**config.mk**
```make
export PLATFORM = sky130hd
export DESIGN_NAME = joy_responder
export DESIGN_NICKNAME = d
export VERILOG_FILES = /design/src/rtl/joy_responder.sv
export SDC_FILE = /design/constraint.sdc
export NUM_CORES = 1
export LEC_CHECK = 0
export CORE_MARGIN = 5
export CORE_UTILIZATION = 59
export CTS_BUF_LIST = sky130_fd_sc_hd__clkbuf_4
export CTS_CLUSTER_SIZE = 14
export DETAILED_ROUTE_END_ITERATION = 7
export PLACE_DENSITY = 0.83
export SETUP_SLACK_MARGIN = 0.4
export SYNTH_ARGS = -nofsm -noshare
export SYNTH_HDL_FRONTEND = slang
export SYNTH_SLANG_ARGS = --single-unit
```
**constraint.sdc**
```tcl
create_clock -name clock -period 3.7 [get_ports clock]
set_input_delay 0.74 -clock clock [delete_from_list [all_inputs] [get_ports clock]]
set_output_delay 0.74 -clock clock [all_outputs]
set_load 0.005 [all_outputs]
```
**src/rtl/joy_responder.sv**
```systemverilog
// Device side of the two-pad serial joystick link: snapshots joy1/joy2 on load
// and shifts them out MSB-first, active-low, on joyCk rising edges.
module joy_responder #(
    parameter int WIDTH = 8
) (
    input  logic             clock,
    input  logic             reset,
    input  logic             joyCk,
    input  logic             joyLd,
    input  logic             joyS,
    input  logic [WIDTH-1:0] joy1,
    input  logic [WIDTH-1:0] joy2,
    output logic             joyD,
    output logic             frame,
    output logic             busy
);
    localparam int FLEN = 2 * WIDTH;
    localparam int CW   = $clog2(FLEN) + 1;

    typedef enum logic [1:0] {IDLE, LOAD, SHIFT} state_t;

    // Bit 1 is the synchronised level, bit 2 the delayed copy for edge detection.
    logic [2:0]      ck_sync_q;
    logic [2:0]      ld_sync_q;
    logic [1:0]      s_sync_q;
    logic [FLEN-1:0] sr_q, sr_d;
    logic [CW-1:0]   cnt_q, cnt_d;
    state_t          state_q, state_d;
    logic            joyd_q;
    logic            frame_q, frame_d;

    logic ck_s, ld_s, s_s, ck_rise, ld_fall, shift;

    assign ck_s    = ck_sync_q[1];
    assign ld_s    = ld_sync_q[1];
    assign s_s     = s_sync_q[1];
    assign ck_rise = ck_s & ~ck_sync_q[2];
    assign ld_fall = ~ld_s & ld_sync_q[2];
    // Load has priority: clock edges seen while loading are discarded.
    assign shift   = ck_rise & ~ld_s;

    always_comb begin
        sr_d = sr_q;
        if (ld_s)
            sr_d = s_s ? ~{joy2, joy1} : ~{joy1, joy2};
        else if (ck_rise)
            sr_d = {sr_q[FLEN-2:0], 1'b1};
    end

    always_comb begin
        cnt_d = cnt_q;
        if (ld_fall)
            cnt_d = '0;
        else if (shift && (cnt_q < CW'(FLEN)))
            cnt_d = cnt_q + 1'b1;
    end

    always_comb begin
        state_d = state_q;
        frame_d = 1'b0;
        case (state_q)
            IDLE: if (ld_s) state_d = LOAD;
            LOAD: if (ld_fall) state_d = SHIFT;
            SHIFT: begin
                if (ld_s) begin
                    state_d = LOAD;
                end else if (shift && (cnt_q == CW'(FLEN - 1))) begin
                    state_d = IDLE;
                    frame_d = 1'b1;
                end
            end
            default: state_d = IDLE;
        endcase
    end

    always_ff @(posedge clock or posedge reset) begin
        if (reset) begin
            ck_sync_q <= '0;
            ld_sync_q <= '0;
            s_sync_q  <= '0;
            sr_q      <= '1;
            cnt_q     <= CW'(FLEN);
            state_q   <= IDLE;
            joyd_q    <= 1'b1;
            frame_q   <= 1'b0;
        end else begin
            ck_sync_q <= {ck_sync_q[1:0], joyCk};
            ld_sync_q <= {ld_sync_q[1:0], joyLd};
            s_sync_q  <= {s_sync_q[0], joyS};
            sr_q      <= sr_d;
            cnt_q     <= cnt_d;
            state_q   <= state_d;
            joyd_q    <= sr_q[FLEN-1];
            frame_q   <= frame_d;
        end
    end

    assign joyD  = joyd_q;
    assign frame = frame_q;
    assign busy  = (state_q == SHIFT);
endmodule
```
# After elaboration in Yosys (flattened, before gate mapping)
# Index checks and enable logic that the tools add are counted.
[totals]
out_inout_bits = 3
register_bits = 33
input_bits = 21
word_cells = 42
[classes]
muxes = 13
magnitude_cmp = 1
n_addsub = 1
n_eq_ne = 6
n_reduce_logical = 6
bitwise_logic = 7
[ops]
columns = ["cell", "count"]
rows = [
  ["two-way mux 16 bit", 3],
  ["inverter 16 bit", 2],
  ["two-way mux 5 bit", 2],
  ["two-way mux 2 bit", 4],
  ["one-hot mux 2 bit (3 select lines)", 1],
  ["adder 5 x 1 -> 5 bit (second input constant)", 1],
  ["== test 5 x 4 -> 1 bit (second input constant)", 1],
  ["< comparator 5 bit (second input constant)", 1],
  ["!= test 2 bit (second input constant)", 2],
  ["nonzero test 2 bit", 2],
  ["AND 1 bit", 3],
  ["two-way mux 1 bit", 3],
  ["!= test 3 x 1 -> 1 bit (second input constant)", 1],
  ["AND reduction 3 bit", 1],
  ["== test 2 x 1 -> 1 bit (second input constant)", 1],
  ["== test 2 bit (second input constant)", 1],
  ["logical AND 1 bit", 2],
  ["logical NOT 2 bit", 1],
  ["inverter 1 bit", 2],
]

# Logic depth before layout (Yosys ltp)
[depth]
depth_word = 7
mapped_depth = 6
depth_no_buf = 6

# Least setup slack after synthesis
# OpenSTA, ideal clock, no wires.
[synth_path]
kind = "flip-flop to flip-flop"
startpoint = "register cnt_q[0]"
endpoint = "register cnt_q[4]"
setup_slack_ps = 2276
stages_incl_launch_ff = 6
setup_time_ps = 75
path_buffers = 0
arrival_time_ps = 1349
path_cell_list = "dfrtp_1 -> ha_1 -> and3_1 -> ha_1 -> nor3_1 -> a2bb2oi_1"
[synth_between]
elab_chain_cells = 3
[synth_rtl]
columns = ["item", "line", "text"]
rows = [
  ["start, declared", "27", "logic [CW-1:0] cnt_q, cnt_d;"],
  ["start signal, assigned", "82", "cnt_q <= CW'(FLEN);"],
  ["start signal, assigned", "91", "cnt_q <= cnt_d;"],
  ["adder 5 x 1 -> 5 bit or < comparator 5 bit (tied branches)", "55, 54", ""],
  ["two-way mux 5 bit or logical AND 1 bit (tied branches)", "54", "else if (shift && (cnt_q < CW'(FLEN)))"],
  ["two-way mux 5 bit or nonzero test 2 bit (tied branches)", "n/a", ""],
]
# Several ways; a longest one is shown, not always the timed one. The select of a mux whose other input is x is not followed.
# A chain may end at the register's enable or synchronous reset.

# Worst setup path in the final report
[layout_path]
startpoint = "register state_q[0]"
endpoint = "output busy"
[layout_between]
elab_chain_cells = 1
[layout_rtl]
columns = ["item", "line", "text"]
rows = [
  ["start, declared", "28", "state_t state_q, state_d;"],
  ["start signal, assigned", "92", "state_q <= state_d;"],
  ["== test 2 bit", "100", "assign busy = (state_q == SHIFT);"],
  ["end, declared", "15", "output logic busy"],
]
# No other way between the ends.

==> metrics.md <==
| Metric | Value |
|---|---|
| Run status | `completed` |
| Summed instance area of the synthesized netlist | `around 1600 µm²` |
| Setup_tns | `0 ns` |
| Clk buf depth | `2` |
| Die Y-Extent | `just over 60 µm` |
| Share of cell area taken by muxes after synthesis | `approximately a fifth` |
| Fraction of final layout cells with drive strength greater than 1 | `around 16%` |
| Top achievable clock speed | `454 MHz` |
| Clock-pin slew on the worst setup and hold paths | `approximately 0.090 ns` |
| Worst-Skew Late Latency | `around 0.33 ns` |
| Fraction of the mapped netlist area in adder cells | `1.59%` |
| DRC violations left | `0` |
| Final HPWL from detailed placement | `2.00 mm` |
| Area of combinational cells with multiple inputs | `657 µm²` |
| Post-route fraction of the period consumed by the critical path | `59.5%` |
| Delay of the slowest cell on the worst path | `0.53 ns` |
| Num rows | `18` |
| Global-route wire length before repair | `~4.7 mm` |
| Commonest non-fill, non-tap cell in the layout | `sky130_fd_sc_hd__mux2i_1` |
| Clock tree from TritonCTS | `built` |
| Total routing usage reported by global routing | `approximately 18%` |
| FFs w/ async S/R, synth | `100%` |
| Placed Area | `~1800 µm²` |
| # setup viols final | `0` |
| Crit path capture type | `output pin` |
| Port buffer count | `23` |
| Net count after synthesis | `~160` |
| Setup repair after global routing missed its margin | `false` |
| Clock tree root driver cell | `sky130_fd_sc_hd__clkbuf_4` |
| Post-synthesis register bit count | `33` |
| Peak supply drop | `0.289 mV` |
| Top Family by Delay on Critical Path | `buffers and inverters` |
| Final hold viol count | `0` |
| Fraction of the core area covered by cells at the end of the flow | `roughly 73%` |
| # fillers | `about 190` |
| Number of I/O pins | `24` |
| Max-cap violations | `0` |
| Pin count of the biggest net entering global routing | `34` |
| Post-synthesis simple-gate area fraction | `roughly 10%` |
| Reported leakage power | `between 0.8 and 0.9 nW` |
| Number of buffers added by the clock tree synthesis step | `5` |
| Floorplan die width | `a little over 60 µm` |
| Die Outline Area | `~3800 µm²` |
| Critical path cell sequence | `nor2b_1 -> clkdlybuf4s50_1` |
| Compound-Gate Fraction of Synth Area | `a little over a tenth` |
| Relative max-transition margin | `between 20% and 30%` |
| Post-Layout Inst Area | `between 1500 and 2000 µm²` |
| Mapped Cells | `approximately 140` |
| Post-Synth XOR/XNOR Area | `0%` |
| FF/Latch Area | `roughly 850 µm²` |
| Worst min path class | `register to register` |
| Antenna Nets Post-Route | `0` |
| Final Net Count | `~190` |
| # clock sinks | `33` |
| Routed vias | `1064` |
| Cells after DPL | `~190` |
| Min Clock Period, post-route | `between 2 and 2.5 ns` |
| Buffer and inverter count on the worst path | `1` |
| Final-report max-slew violation count | `0` |
| Initial antenna violation count | `0` |
| Count of synthesis-stage warnings from yosys | `0` |
| Min Hold Slack | `0.351 ns` |
| # H-tree levels | `2` |
| Signal arrival time at the worst endpoint | `1.46 ns` |
| DR WL/cell | `14.5 µm` |
| Hold Buf Count CTS | `0` |
| Starting utilization of the core area | `between 60% and 70%` |
| Core Box Area | `about 2500 µm²` |
| Count of flip-flops with a built-in enable after synthesis | `0` |
| Largest family of logic cells by synthesized area | `multiplexers` |
| Layout Skew | `approximately 0.0076 ns` |
| Post-route insts no fill | `just under 200` |
| Number of setup buffers added after CTS | `0` |
| Crit Path Category | `register to output pin` |
| Final wirelength | `between 2 and 3 mm` |
| Least-Margin Pin Slew | `around 1.1 ns` |
| P&R area growth vs syn | `17.7%` |
| Largest fanout on the critical path | `4` |
| Required time at the endpoint of the critical path | `about 3.0 ns` |
| Most common flop cell mapped by yosys | `sky130_fd_sc_hd__dfstp_2` |
| Element type at the critical path start | `register` |
| Slowest stage cell on the critical path | `sky130_fd_sc_hd__clkdlybuf4s50_1` |
| Synthesized area divided by synthesized cell count | `about 11 µm²` |
| Via count of the first global-routing pass | `between 1000 and 1500` |
| First drt pass iteration count | `4` |
| Number of distinct standard cells referenced by the synthesized netlist | `27` |
| N_diodes | `0` |
| Remaining global-route overflow | `0` |
| Number of DRC markers in iteration 0 | `54` |
| Number of vias per cell | `5.48` |
| Final weighted congestion of routability-driven global placement | `0.737` |
| Commonest cells after routing, fill and taps aside | `sky130_fd_sc_hd__mux2i_1 (31), sky130_fd_sc_hd__clkdlybuf4s50_1 (23), sky130_fd_sc_hd__a21oi_1 (20)` |
| Cell area power density | `between 300 and 400 nW/µm²` |
| Sequential-to-total area share from yosys stat | `about 54%` |
| Cts repair resizes | `0` |
[sequential cells by signal, indices dropped and copies added, names as in the netlist]
signal,flops
cnt_q,5
sr_q,16
ck_sync_q,3
ld_sync_q,3
state_q,2
s_sync_q,2
joyD,1
frame,1
[Yosys cell counts, types with 2 or more instances]
cell	instances	area share, %
sky130_fd_sc_hd__mux2i_1	31	20
sky130_fd_sc_hd__a21oi_1	20	6.4
sky130_fd_sc_hd__dfstp_2	18	30
sky130_fd_sc_hd__nor2_1	18	4.3
sky130_fd_sc_hd__dfrtp_1	15	24
sky130_fd_sc_hd__buf_2	5	1.6
sky130_fd_sc_hd__inv_1	5	1.2
sky130_fd_sc_hd__nor3_1	4	1.3
sky130_fd_sc_hd__a32o_1	2	1.3
sky130_fd_sc_hd__buf_1	2	0.48
sky130_fd_sc_hd__ha_1	2	1.6
sky130_fd_sc_hd__nand2_1	2	0.48
sky130_fd_sc_hd__nand3_1	2	0.64
sky130_fd_sc_hd__o21ai_0	2	0.64
[metrics by stage]
| step | power (W) | setup slack [ns] |
|---|---|---|
| 2_1_floorplan | 0.000500 | 2.27 |
| 3_3_place_gp | 0.000537 | 1.71 |
| 3_5_place_dp | 0.000543 | 1.68 |
| 4_1_cts | 0.000729 | 1.48 |
| 5_1_grt | 0.000763 | 1.43 |
| 6_report | 0.000720 | 1.50 |
[power by group]
part	switching [W]	total (W)	internal (W)
clock	0.000114	0.000183	0.0000685
sequential	0.0000254	0.000433	0.000408
combinational	0.0000461	0.000104	0.0000577
total	0.000186	0.000720	0.000534
[cell families (layout without fill, tap and decap cells)]
group / Yosys count / after routing
fa+ha+maj: 2 / 2
mux: 31 / 31
buf+inv: 14 / 37
compound gates: 28 / 28
simple gates: 33 / 33
flops: 33 / 33
[worst paths after layout]
path	to	cells after the start	start	slack [ns]
setup / recovery	busy	2	state_q[0]	1.50
hold / removal	ck_sync_q[1]	0	ck_sync_q[0]	0.35
setup reg to reg	cnt_q[3]	3	ck_sync_q[2]	1.77
hold reg to reg	ck_sync_q[1]	0	ck_sync_q[0]	0.35
max in group asynchronous	sr_q[1]	3	reset	2.08
min in group asynchronous	ck_sync_q[1]	2	reset	0.88
[layer usage]
metal / vias to the layer above / wire (µm) / share of wire, % / global-route usage (%)
met5: - / 0 / 0 / 0
met2: 23 / 1330 / 47 / 26.8
met3: 7 / 132 / 4.7 / 6.29
met4: 0 / 48 / 1.7 / 6.36
li1: 546 / - / - / -
met1: 488 / 1310 / 46 / 23.0
[final cells by class]
cell class / count / area share [%]
clock buffers: 5 / 2.03
well taps: 30 / 2.03
clock inverters: 3 / 0.677
inverters: 5 / 1.01
flip-flops and latches: 33 / 45.9
multi-input cells: 94 / 35.5
repair buffers: 24 / 12.9
No activity file was read; power rests on OpenSTA's default activity.
